[src/rtl/ifetch_unit.sv]
// Instruction fetch stage: owns the pc, issues word reads to a synchronous imem,
// and buffers the returned words in a small prefetch FIFO in front of decode.
module ifetch_unit #(
  parameter int unsigned          ADDR_W   = 32,
  parameter logic [ADDR_W-1:0]    RESET_PC = '0,
  parameter int unsigned          DEPTH    = 2
) (
  input  logic              clk,
  input  logic              rst,
  output logic              imem_req,
  output logic [ADDR_W-1:0] imem_addr,
  input  logic [31:0]       imem_rdata,
  input  logic              stall,
  input  logic              redirect,
  input  logic [ADDR_W-1:0] redirect_pc,
  output logic [31:0]       inst,
  output logic [ADDR_W-1:0] pc_out,
  output logic              cnt
);

  localparam int unsigned PW = (DEPTH > 1) ? $clog2(DEPTH) : 1;
  localparam int unsigned CW = $clog2(DEPTH + 1);

  logic [ADDR_W-1:0] pc;
  logic [ADDR_W-1:0] req_addr;
  logic              inflight;
  logic              kill;
  logic [PW-1:0]     wr_ptr;
  logic [PW-1:0]     rd_ptr;
  logic [CW-1:0]     count;
  logic [31:0]       dmem [DEPTH];
  logic [ADDR_W-1:0] amem [DEPTH];

  logic              pop;
  logic              push;
  logic [CW:0]       occ;

  // Occupancy after this cycle's pop, counting the word still in flight.
  always_comb begin
    cnt       = ~rst & (count != '0);
    pop       = cnt & ~stall & ~redirect;
    push      = ~rst & ~redirect & inflight & ~kill;
    occ       = {1'b0, count} + (CW+1)'(inflight) - (CW+1)'(pop);
    imem_req  = ~rst & ~redirect & (occ < (CW+1)'(DEPTH));
    imem_addr = rst ? RESET_PC : pc;
    inst      = '0;
    pc_out    = '0;
    if (cnt) begin
      inst   = dmem[rd_ptr];
      pc_out = amem[rd_ptr];
    end
  end

  always_ff @(posedge clk) begin
    if (rst) begin
      pc       <= RESET_PC;
      req_addr <= RESET_PC;
      inflight <= 1'b0;
      kill     <= 1'b0;
      wr_ptr   <= '0;
      rd_ptr   <= '0;
      count    <= '0;
    end else if (redirect) begin
      pc       <= {redirect_pc[ADDR_W-1:2], 2'b00};
      kill     <= inflight;
      inflight <= 1'b0;
      wr_ptr   <= '0;
      rd_ptr   <= '0;
      count    <= '0;
    end else begin
      if (push) begin
        dmem[wr_ptr] <= imem_rdata;
        amem[wr_ptr] <= req_addr;
        wr_ptr       <= wr_ptr + PW'(1);
      end
      if (pop)
        rd_ptr <= rd_ptr + PW'(1);
      case ({push, pop})
        2'b10:   count <= count + CW'(1);
        2'b01:   count <= count - CW'(1);
        default: count <= count;
      endcase
      if (imem_req) begin
        pc       <= pc + ADDR_W'(4);
        req_addr <= pc;
      end
      inflight <= imem_req;
      kill     <= 1'b0;
    end
  end

endmodule

[config.mk]
export PLATFORM = sky130hd
export DESIGN_NAME = ifetch_unit
export DESIGN_NICKNAME = d
export VERILOG_FILES = /design/src/rtl/ifetch_unit.sv
export SDC_FILE = /design/constraint.sdc
export NUM_CORES = 1
export LEC_CHECK = 0
export BUFFER_PORTS_ARGS = -buffer_cell sky130_fd_sc_hd__buf_2
export CORE_MARGIN = 5
export CORE_UTILIZATION = 49
export DETAILED_ROUTE_END_ITERATION = 8
export PLACE_DENSITY = 0.75
export REMOVE_ABC_BUFFERS = 1
export SETUP_SLACK_MARGIN = 0.2
export SLEW_MARGIN = 20
export SYNTH_ARGS = -nofsm -noshare
export SYNTH_HDL_FRONTEND = slang
export SYNTH_SLANG_ARGS = --single-unit
[constraint.sdc]
create_clock -name clk -period 4.5 [get_ports clk]
set_input_delay 0.9 -clock clk [delete_from_list [all_inputs] [get_ports clk]]
set_output_delay 0.9 -clock clk [all_outputs]
set_load 0.02 [all_outputs]
# == Yosys cells after proc, flatten, opt, wreduce, memory -nomap -nowiden ==
# Memory sizes are Yosys's and may differ from the RTL's. A register that Yosys moved wholly into a read port is not among the register bits.
# Cells that the tools add are included.
# word_totals
output_inout_bits,98
romBits,0
ff_bits,70
n_memories,2
input_bits,68
ramBits,128
latchBits,0
# mem_list
memory,words,word_bits,read_ports,rd_clocked_by_memory_dff,write_ports,line_no,rtl
amem,2,32,1,1,1,32,logic [ADDR_W-1:0] amem [DEPTH];
dmem,2,32,1,1,1,31,logic [31:0] dmem [DEPTH];
# op_classes
n_eq_ne,2
n_lt_le_gt_ge,1
mul,0
reduce_logical,6
bitwise_logic,11
shifts,0
n_mux,14
n_addsub,7
n_div,0
# op_table
op,count
2-to-1 mux 32 bit,5
"adder 32 x 3 -> 32 bit, second input constant",1
2-to-1 mux 1 bit,8
AND 1 bit,7
nonzero test 2 bit,3
inverter 1 bit,4
one-hot mux 2 bit (2 select lines),1
OR reduction 2 bit,2
adder 2 x 1 -> 3 bit,1
"less-than comparator 3 x 2 -> 1 bit, second input constant",1
subtractor 3 x 1 -> 3 bit,1
"adder 1 bit, second input constant",2
"adder 2 x 1 -> 2 bit, second input constant",1
"equality test 2 x 1 -> 1 bit, second input constant",1
"equality test 2 bit, second input constant",1
AND reduction 2 bit,1
"subtractor 2 x 1 -> 2 bit, second input constant",1

# == Logic depth before layout (Yosys ltp) ==
# logic_depth
ltp_word,9
depth_mapped,13
depth_no_buf,11

# == Worst setup path before layout ==
# OpenSTA, ideal clock, no wires.
# synth_timing
path_type,input to register
start,input redirect
end,memory amem[0][10] (enable)
arrival_ns,3.948
path_buffers,1
setup_slack_ns,0.070
cell_stages,4
cell_sequence,clkbuf_1 nor2_1 nand3b_1 nor2_1
# synth_via
elab_chain_len,8
# synth_lines
item,line_no,rtl
"start, declared",14,"input logic redirect,"
inverter 1 bit (no source line),n/a,
AND 1 bit (3 in a row),42,push = ~rst & ~redirect & inflight & ~kill;
2-to-1 mux 1 bit,71,if (push) begin
2-to-1 mux 1 bit (*),63,end else if (redirect) begin
2-to-1 mux 1 bit (*),55,if (rst) begin
2-to-1 mux 1 bit (not written as such) (*),73,amem[wr_ptr] <= req_addr;
"end, declared",32,
# Every way passes the cells marked *; elsewhere a longest branch is shown, timed or not.

# == Final worst setup path ==
# layout_timing
start,input rst
end,output imem_req
# layout_via
elab_chain_len,7
word_cells_on_any_way,8
cone_classes,1 x add/sub; 1 x order compare; 6 x bitwise
# layout_lines
item,line_no,rtl
"start, declared",9,"input logic rst,"
inverter 1 bit,40,cnt = ~rst & (count != '0);
AND 1 bit,40,
AND 1 bit (2 in a row),41,pop = cnt & ~stall & ~redirect;
via pop,34,logic pop;
subtractor 3 x 1 -> 3 bit,43,"occ = {1'b0, count} + (CW+1)'(inflight) - (CW+1)'(pop);"
less-than comparator 3 x 2 -> 1 bit,44,imem_req = ~rst & ~redirect & (occ < (CW+1)'(DEPTH));
AND 1 bit,44,
"end, declared",10,"output logic imem_req,"
# The timed path passes the listed nets, and every way through them passes these cells.

==> results.toml <==
[flow_run]
drv_cap = 0

[die]
fp.dieW_um = 138
dieArea_um2 = 19000
core-area_um2 = 15900
num_rows = 46
initial_utilization = 0.502
ios = 166
die_h_um = 138

[setup_path]
critical_path.slowest_cell = "fa_1"
rr_worst_depth = 10
slowest_delay_ns = 0.41
cp_top_family = "simple AND/OR/NAND/NOR gates"
worst-path-buf-inv = 3
cp.arrival_ns = 3.18
rrSetupSlack_ns = 1.12
cp_num_cells = 10
crit_required_ns = 3.60
cp_common_cell = "buf_2"
setup.worst_path.end_class = "output port"
critPathLaunchType = "input pin"
timing.rr.start = "count[1]$_SDFFE_PP0P_"
r2r-end = "pc[7]$_SDFFE_PP0P_"
cp_max_fo = 6
crit_type = "in2out"
cp_cell_sequence = "buf_2, or2_2, nor3_1, ha_1, nand2b_1, fa_1, xnor2_1, nand3_2, inv_2, buf_2"

[placement]
place_ws_ns = 0.379
io_buffers = 159
post-dp-hpwl_mm = 11.4
place.gp.congestion = 0.786

[cts]
post-cts-setup-buffers = 0
cts_root_buffer = "clkbuf_16"
clock_path_buffers = 2
cts_buffers = 17
cts_max_level = 4
clk-insertion-delay-late_ns = 0.42
clk_pin_slew_worst_paths_ns = 0.07
cts_sinks = 191
holdBufCountCts = 0
cts_tree = "yes"
post_cts_resized = 0

[sta]
min_period_ns = 4.08
rsz0062_at_grt = "no"
hold_viol_final = 0
fin_ws_ns = 0.418
tns_ns = 0
setup_viol = 0
post-route-period-util = 0.907
slew_violations = 0
slew_headroom = 0.543
fin_skew_ns = 0.0114
max_freq_mhz = 245
tightestPinTransition_ns = 0.684

[min_path]
hp-class = "reg2reg"
hp-start = "req_addr[21]$_SDFFE_PP0P_"
hold_end = "amem[0][21]$_DFFE_PP_"
holdPathStages = 0

[routing]
route.detailed.drc = 0
vias_per_cell = 5.14
first_pass_iters = 4
first_iter_violations = 334
wire_per_inst_um = 16.3
vias = 5519
drtAntennaViolNets = 0
routed_wl_mm = 17.5

[synth]
avgSynthCellArea_um2 = 11.5
ys_top_cells_by_count = "edfxtp_1 (124), nor2_1 (86), nand2_1 (84)"
ys_warn_count = 0
postSynth.asyncResetShare = 0
synth_top_area_share = 0.465
ys_seq_elements = 191
synth_edf_count = 124
netlist_instances = 697
synth-seq-area-share = 0.633
syn_area_um2 = 8010
yosysMostFrequentCell = "edfxtp_1"
synth_ff_type = "edfxtp_1"
synthTopCellsByArea = "edfxtp_1 (47%), dfxtp_1 (17%), mux2i_1 (7.9%)"
yosysTopAreaCell = "edfxtp_1"
synth_cell_types = 50

[grt]
grt_max_degree = 63
grtUsageTotal = 0.187
grt.overflow.total = 0
antenna_found_initial = 0
grt_pass1_wl_mm = 27.7
grt_pass1_vias = 5494

[pwr]
irDropWorstVdd_mv = 0.262
power_density_nw_per_um2 = 377
leakage_nw = 3.61

[final_layout]
drive_gt1_frac = 0.250
antenna_cells = 0
syn2layout_area_growth_pct = 20.5
final_nets = 916

[status]
status = "complete, no violations"
placed cells by master (no fill, tap or decap), drive strengths merged, types with 2 or more instances in the layout:
cell      Yosys  final
nand2        85     85
nand3        15     15
dfxtp        67     67
nor3          4      4
clkinv        1      6
bufinv        0      3
or4           2      2
clkinvlp      0      3
nor3b         2      2
xnor2         6      6
or2           2      2
a31oi        15     15
ha            3      3
edfxtp      124    124
o21ai         4      4
o21a          2      2
a211oi        6      6
xor2         17     17
or3           4      4
o211ai        2      2
conb          1      4
a21oi        41     41
and3          4      4
nor2         87     87
nor4          3      3
nand4        18     18
mux2i        63     63
buf          17    172
o22ai         9      9
and2         13     13
o311ai        3      3
inv           9     12
clkbuf       30     18
nor2b        29     29
kinds of logic after synthesis:
family | Yosys count | synth area share
buf+inv | 57 | 0.0288
compound gates | 86 | 0.0636
fa+ha+maj | 4 | 0.00719
other cells | 1 | 0.000468
mux | 64 | 0.0802
simple gates | 271 | 0.162
flops | 191 | 0.633
xor+xnor | 23 | 0.0252
final cells by class:
cell class / count / area, um^2
Fill cell: 1340 / 6290
Sequential cell: 191 / 5070
Multi-Input combinational cell: 452 / 2750
Timing Repair Buffer: 172 / 926
Clock buffer: 18 / 429
Tap cell: 216 / 270
Clock inverter: 14 / 164
Inverter: 10 / 37.5
per-layer routing:
layer / part of all wire / GRT usage
met5: 0 / 0
met4: 0.012 / 0.0571
met3: 0.055 / 0.0340
met2: 0.50 / 0.314
met1: 0.43 / 0.249
where the power goes:
group | internal (mW) | leakage, nW | switching, mW
logic | 0.0770 | 1.58 | 0.120
clock network | 0.874 | 0.284 | 0.628
registers | 1.90 | 1.74 | 0.0399
total | 2.85 | 3.61 | 0.788
flip-flops by register name (all words and copies together) (netlist names), named ones only:
name / cells
inflight: 1
rd_ptr: 1
req_addr: 30
amem: 60
dmem: 64
count: 2
wr_ptr: 1
kill: 1
pc: 30
metrics by stage:
stage	util	hold slack, ns	std cells	power [mW]	cell area, um^2
5_1_grt	0.605	0.468	1073	3.78	9650
6_report	0.605	0.446	1073	3.64	9650
4_1_cts	0.603	0.452	1072	3.67	9620
3_5_place_dp	0.566	0.437	1040	2.17	9030
3_3_place_gp	0.566	0.431	1040	2.17	9030
2_1_floorplan	-	0.425	653	2.07	7820
worst max-delay path by stage:
| stage | startpoint | endpoint | slack (ns) |
|---|---|---|---|
| 2_1_floorplan | rst | imem_req | -0.80 |
| 3_3_place_gp | rst | pc[7]$_SDFFE_PP0P_ | 0.43 |
| 3_5_place_dp | rst | pc[7]$_SDFFE_PP0P_ | 0.38 |
| 4_1_cts | rst | imem_req | 0.41 |
| 5_1_grt | rst | imem_req | 0.30 |
| 6_report | rst | imem_req | 0.42 |
worst register-to-register path, cell delays in order (launching register included):
cell and delay (ns):
dfxtp_1 0.53, nor2_1 0.11, nor3_1 0.26, ha_1 0.29
nand2b_1 0.15, fa_1 0.41, xnor2_1 0.28, nand3_2 0.16
buf_4 0.35, or4_1 0.59, a31oi_1 0.17
Note: power is estimated with default switching activity, not from simulation.
